===== src/rtl/mp_add_sequencer.sv =====
// Multi-precision add/subtract sequencer: one 32-bit adder, carry chained across WORDS words.
// Optional signed-overflow output guarded by MP_ADD_OVF_EN.

module add_with_carry_32bit (
    input  logic [31:0] a_i,
    input  logic [31:0] b_i,
    input  logic        cin_i,
    output logic [31:0] sum_o,
    output logic        cout_o
);
    assign {cout_o, sum_o} = {1'b0, a_i} + {1'b0, b_i} + {32'd0, cin_i};
endmodule

module mp_add_sequencer #(
    parameter int WORDS = 4
) (
    input  logic        clk_i,
    input  logic        rst_n_i,
    input  logic        start_i,
    input  logic        sub_i,
    input  logic        cin_ext_i,
    input  logic        in_valid_i,
    output logic        in_ready_o,
    input  logic [31:0] in_a_i,
    input  logic [31:0] in_b_i,
    output logic        out_valid_o,
    input  logic        out_ready_i,
    output logic [31:0] out_sum_o,
    output logic        out_last_o,
    output logic        out_carry_o,
`ifdef MP_ADD_OVF_EN
    output logic        out_ovf_o,
`endif
    output logic        busy_o,
    output logic        done_o
);
    localparam int CW = (WORDS > 1) ? $clog2(WORDS) : 1;

    typedef enum logic [1:0] {IDLE = 2'd0, RUN = 2'd1, DRAIN = 2'd2} state_t;

    state_t          state_q;
    logic            carry_q, sub_q;
    logic [CW-1:0]   cnt_q;
    logic            out_valid_q, out_last_q, out_carry_q, done_q;
    logic [31:0]     out_sum_q;
    logic [31:0]     b_mod, sum;
    logic            cout, in_hs, out_hs, is_last;

    // Subtraction is A + ~B + 1; the +1 comes from carry_q being preset on start.
    assign b_mod = sub_q ? ~in_b_i : in_b_i;

    add_with_carry_32bit u_add (
        .a_i   (in_a_i),
        .b_i   (b_mod),
        .cin_i (carry_q),
        .sum_o (sum),
        .cout_o(cout)
    );

    assign in_ready_o = (state_q == RUN) && (!out_valid_q || out_ready_i);
    assign in_hs      = in_valid_i && in_ready_o;
    assign out_hs     = out_valid_q && out_ready_i;
    assign is_last    = (cnt_q == CW'(WORDS - 1));

`ifdef MP_ADD_OVF_EN
    logic out_ovf_q;
    assign out_ovf_o = out_ovf_q;
`endif

    always_ff @(posedge clk_i) begin
        if (!rst_n_i) begin
            state_q     <= IDLE;
            carry_q     <= 1'b0;
            sub_q       <= 1'b0;
            cnt_q       <= '0;
            out_valid_q <= 1'b0;
            out_sum_q   <= '0;
            out_last_q  <= 1'b0;
            out_carry_q <= 1'b0;
            done_q      <= 1'b0;
`ifdef MP_ADD_OVF_EN
            out_ovf_q   <= 1'b0;
`endif
        end else begin
            done_q <= 1'b0;
            if (out_hs) out_valid_q <= 1'b0;
            case (state_q)
                IDLE: if (start_i) begin
                    sub_q   <= sub_i;
                    carry_q <= sub_i | cin_ext_i;
                    cnt_q   <= '0;
                    state_q <= RUN;
                end
                RUN: if (in_hs) begin
                    out_valid_q <= 1'b1;
                    out_sum_q   <= sum;
                    out_last_q  <= is_last;
                    // Borrow is the inverse of the final carry when subtracting.
                    out_carry_q <= is_last & (cout ^ sub_q);
`ifdef MP_ADD_OVF_EN
                    out_ovf_q   <= is_last & (in_a_i[31] == b_mod[31]) & (sum[31] != in_a_i[31]);
`endif
                    carry_q     <= cout;
                    cnt_q       <= cnt_q + CW'(1);
                    if (is_last) state_q <= DRAIN;
                end
                DRAIN: if (out_hs) begin
                    state_q <= IDLE;
                    done_q  <= 1'b1;
                end
                default: state_q <= IDLE;
            endcase
        end
    end

    assign out_valid_o = out_valid_q;
    assign out_sum_o   = out_sum_q;
    assign out_last_o  = out_last_q;
    assign out_carry_o = out_carry_q;
    assign busy_o      = (state_q != IDLE);
    assign done_o      = done_q;
endmodule

===== config.mk =====
export PLATFORM = sky130hd
export DESIGN_NAME = mp_add_sequencer
export DESIGN_NICKNAME = d
export VERILOG_FILES = /design/src/rtl/mp_add_sequencer.sv
export SDC_FILE = /design/constraint.sdc
export NUM_CORES = 1
export LEC_CHECK = 0
export ABC_CLOCK_PERIOD_IN_PS = 4800
export CAP_MARGIN = 0
export CORE_MARGIN = 10
export CORE_UTILIZATION = 45
export DETAILED_ROUTE_END_ITERATION = 12
export GPL_TIMING_DRIVEN = 0
export PLACE_DENSITY = 0.84
export SETUP_SLACK_MARGIN = 0.05
export SYNTH_ARGS = -nofsm -noshare
export SYNTH_HDL_FRONTEND = slang
export SYNTH_SLANG_ARGS = --single-unit
export TNS_END_PERCENT = 100

===== constraint.sdc =====
create_clock -name clk_i -period 4.8 [get_ports clk_i]
set_input_delay 0.96 -clock clk_i [delete_from_list [all_inputs] [get_ports clk_i]]
set_output_delay 0.96 -clock clk_i [all_outputs]
set_load 0.01 [all_outputs]

==> metrics.txt <==
status finished, final reports clean; critical path type reg -> reg; combinational share of power 0.497; Reg clk slew, reported paths around 0.1 ns; Layout area overhead 34.52%; Max IR drop VDD 0.1398 mV; DRC 0; Hold Crit Class reg -> reg; Routed WL per cell 17.66 um; largest net degree at the start of global routing 16; worst skew pair latency ~0.3 ns; Hold Path Stages 2; asr flop ratio synth 0; DR vias slightly above 4000; Seq cells post-synth 42; max-slew violations 0; Yosys cell types 60; Commonest cells post-synth nand2_1 (64), a21oi_1 (50), dfxtp_1 (42), xor2_1 (36), ha_1 (32); number of diodes 0; max_slew headroom 0.3559; Hold Violations, Final 0; max-cap viol count 0; switch share 0.3979; CP endpoint kind flop; hold_buf cts 0; clk_skew about 0.006 ns; Synth top area share 0.2239; CTS tree built; # rows 33; die height 111.3 um; FMAX 251.5 MHz; worst reg2reg path depth 13; post-route setup TNS 0 ns; initial antenna violation count 0; Syn Std Cell Area approximately 3800 um^2; crit-path max FO 10; Final ANT Viol Nets 0; Initial Utilization 0.4593; number of global-route vias before repair approximately 4100; DR iter-0 viols 202; CP Launch Type flop; Seq/Total Area, Yosys 0.2239; Die X 111.3 um; setup violators final 0; nets around 700; hpwl dp 10140 um; number of vias per cell around 5.8; Core ar. roughly 8000 um^2; drt total wl approximately 12000 um; grt ovf 0; critical path arrival roughly 4.2 ns; Clock Power Share 0.199; number of top-level pins around 110; Num Clock Sinks 42; Slew @ Worst Pin 0.9661 ns; Pleak 2.034 nW; CTS Buf Count 5; post-cts resize count 0; most common cell in the netlist nand2_1; PortBufs ~110; Final Wtd Congestion about 0.9; total track usage 0.1931; part of the power in registers 0.305; CTS root buffer clkbuf_8; Tcrit/Tclk final 0.8282; fraction of layout cells with a size suffix above 1 0.04515; synth top area cells dfxtp_1 (22%), ha_1 (11%), xor2_1 (8.4%), a21oi_1 (6.7%), nand2_1 (6.4%); required time of the critical path ~5.0 ns; buffer depth of the longest clock path 2; first-pass GRT wire length about 21000 um; Syn Inst Count around 480; switching power ~0.51 mW; number of synthesized flops with an enable pin 0; Final Critical Period approximately 4.0 ns; power per cell area 252.1 nW/um^2; synth warn 0; hold slack final approximately 0.46 ns; first-pass detailed-route iteration total 5; RSZ-0062 raised after global routing false; CTS H-tree lvls 2; syn_area_per_cell 7.774 um^2; die area between 10000 and 15000 um^2; Synth area leader dfxtp_1; syn nets slightly below 600; Pint around 0.77 mW; Post-CTS Setup Inserts 0; Synth Flop Type dfxtp_1
==> power by group through the flow <==
stage | Combinational, mW | Sequential, mW | Clock (mW)
after global placement | 0.612 | 0.394 | 0
after CTS | 0.629 | 0.387 | 0.256
after detailed placement | 0.627 | 0.396 | 0
final | 0.633 | 0.388 | 0.253
after global routing | 0.699 | 0.391 | 0.270
after floorplan | 0.405 | 0.402 | 0
==> kinds of logic after synthesis <==
logic type,Yosys count,share of synthesized area
fa+ha+maj,34,0.1173
simple gates,160,0.2006
compound gates,163,0.2929
mux,3,0.007998
flops,42,0.2239
xor+xnor,47,0.1096
buf+inv,34,0.04765
==> registers in the layout (all words and copies together), names as in the netlist <==
name,flops
carry_q,1
cnt_q,2
done_o,1
out_carry_o,1
out_last_o,1
out_sum_o,32
out_valid_o,1
state_q,2
sub_q,1
==> critical path, cell delays in order, from the launching register on <==
cell,delay [ns]
dfxtp_1,0.32
clkbuf_1,0.22
buf_1,0.71
xor2_1,0.23
fa_1,0.24
inv_1,0.06
fa_1,0.37
and2b_1,0.25
o2111ai_1,0.19
a21boi_2,0.30
o2111a_1,0.28
o21ai_1,0.20
a2111o_1,0.42
a31oi_1,0.13
==> cell usage in the layout, fill, tap and decap left out, types with 8 or more instances in the layout <==
cell type	instances
ha_1	32
dfxtp_1	42
a21oi_1	50
nand2_1	64
o21ai_0	31
nor3_1	14
o21a_1	10
nand4_1	13
clkbuf_8	8
clkdlybuf4s50_1	107
xor2_1	36
nor2_1	30
xnor2_1	11
a21o_1	14
inv_1	13
and3_1	9
a211oi_1	8
clkbuf_1	9
==> layer usage <==
metal | part of all wire | vias up | GRT usage
met5 | 0 | - | 0
met4 | 0.018 | 0 | 0.04113
met3 | 0.066 | 16 | 0.03757
met2 | 0.48 | 166 | 0.3439
met1 | 0.43 | 1889 | 0.2339
li1 | - | 1993 | -
==> per-stage QoR <==
| step | util | std cells | power (mW) | setup WS (ns) | instance area, um^2 |
|---|---|---|---|---|---|
| finish | 0.6178 | 703 | 1.273 | 0.8245 | 5051 |
| global route | 0.6178 | 703 | 1.359 | 0.5172 | 5051 |
| CTS | 0.6178 | 703 | 1.273 | 0.7940 | 5051 |
| detailed placement | 0.6064 | 695 | 1.022 | 0.6709 | 4957 |
| global placement | 0.6064 | 695 | 1.006 | 0.7224 | 4957 |
| floorplan | - | 483 | 0.8075 | 1.484 | 3755 |
==> area by class of cell <==
class,count,area (um^2)
plain buffers,20,126.4
inverters,14,52.55
fillers,765,3124
clock buffers,5,68.82
multi-input cells,407,2735
repair buffers,107,1071
well taps,105,131.4
clock inverters,3,25.02
flip-flops and latches,42,840.8
==> path summary, 6_finish.rpt <==
| kind | from | to | slack [ns] |
|---|---|---|---|
| worst max-delay path | sub_q$_SDFFE_PN0P_ | out_sum_o[28]$_SDFFE_PN0P_ | 0.82 |
| worst min-delay path | out_sum_o[7]$_SDFFE_PN0P_ | out_sum_o[7]$_SDFFE_PN0P_ | 0.46 |
| worst max register to register | sub_q$_SDFFE_PN0P_ | out_sum_o[28]$_SDFFE_PN0P_ | 0.82 |
| worst min register to register | out_sum_o[7]$_SDFFE_PN0P_ | out_sum_o[7]$_SDFFE_PN0P_ | 0.46 |
Note: power is estimated with default switching activity, not from simulation.
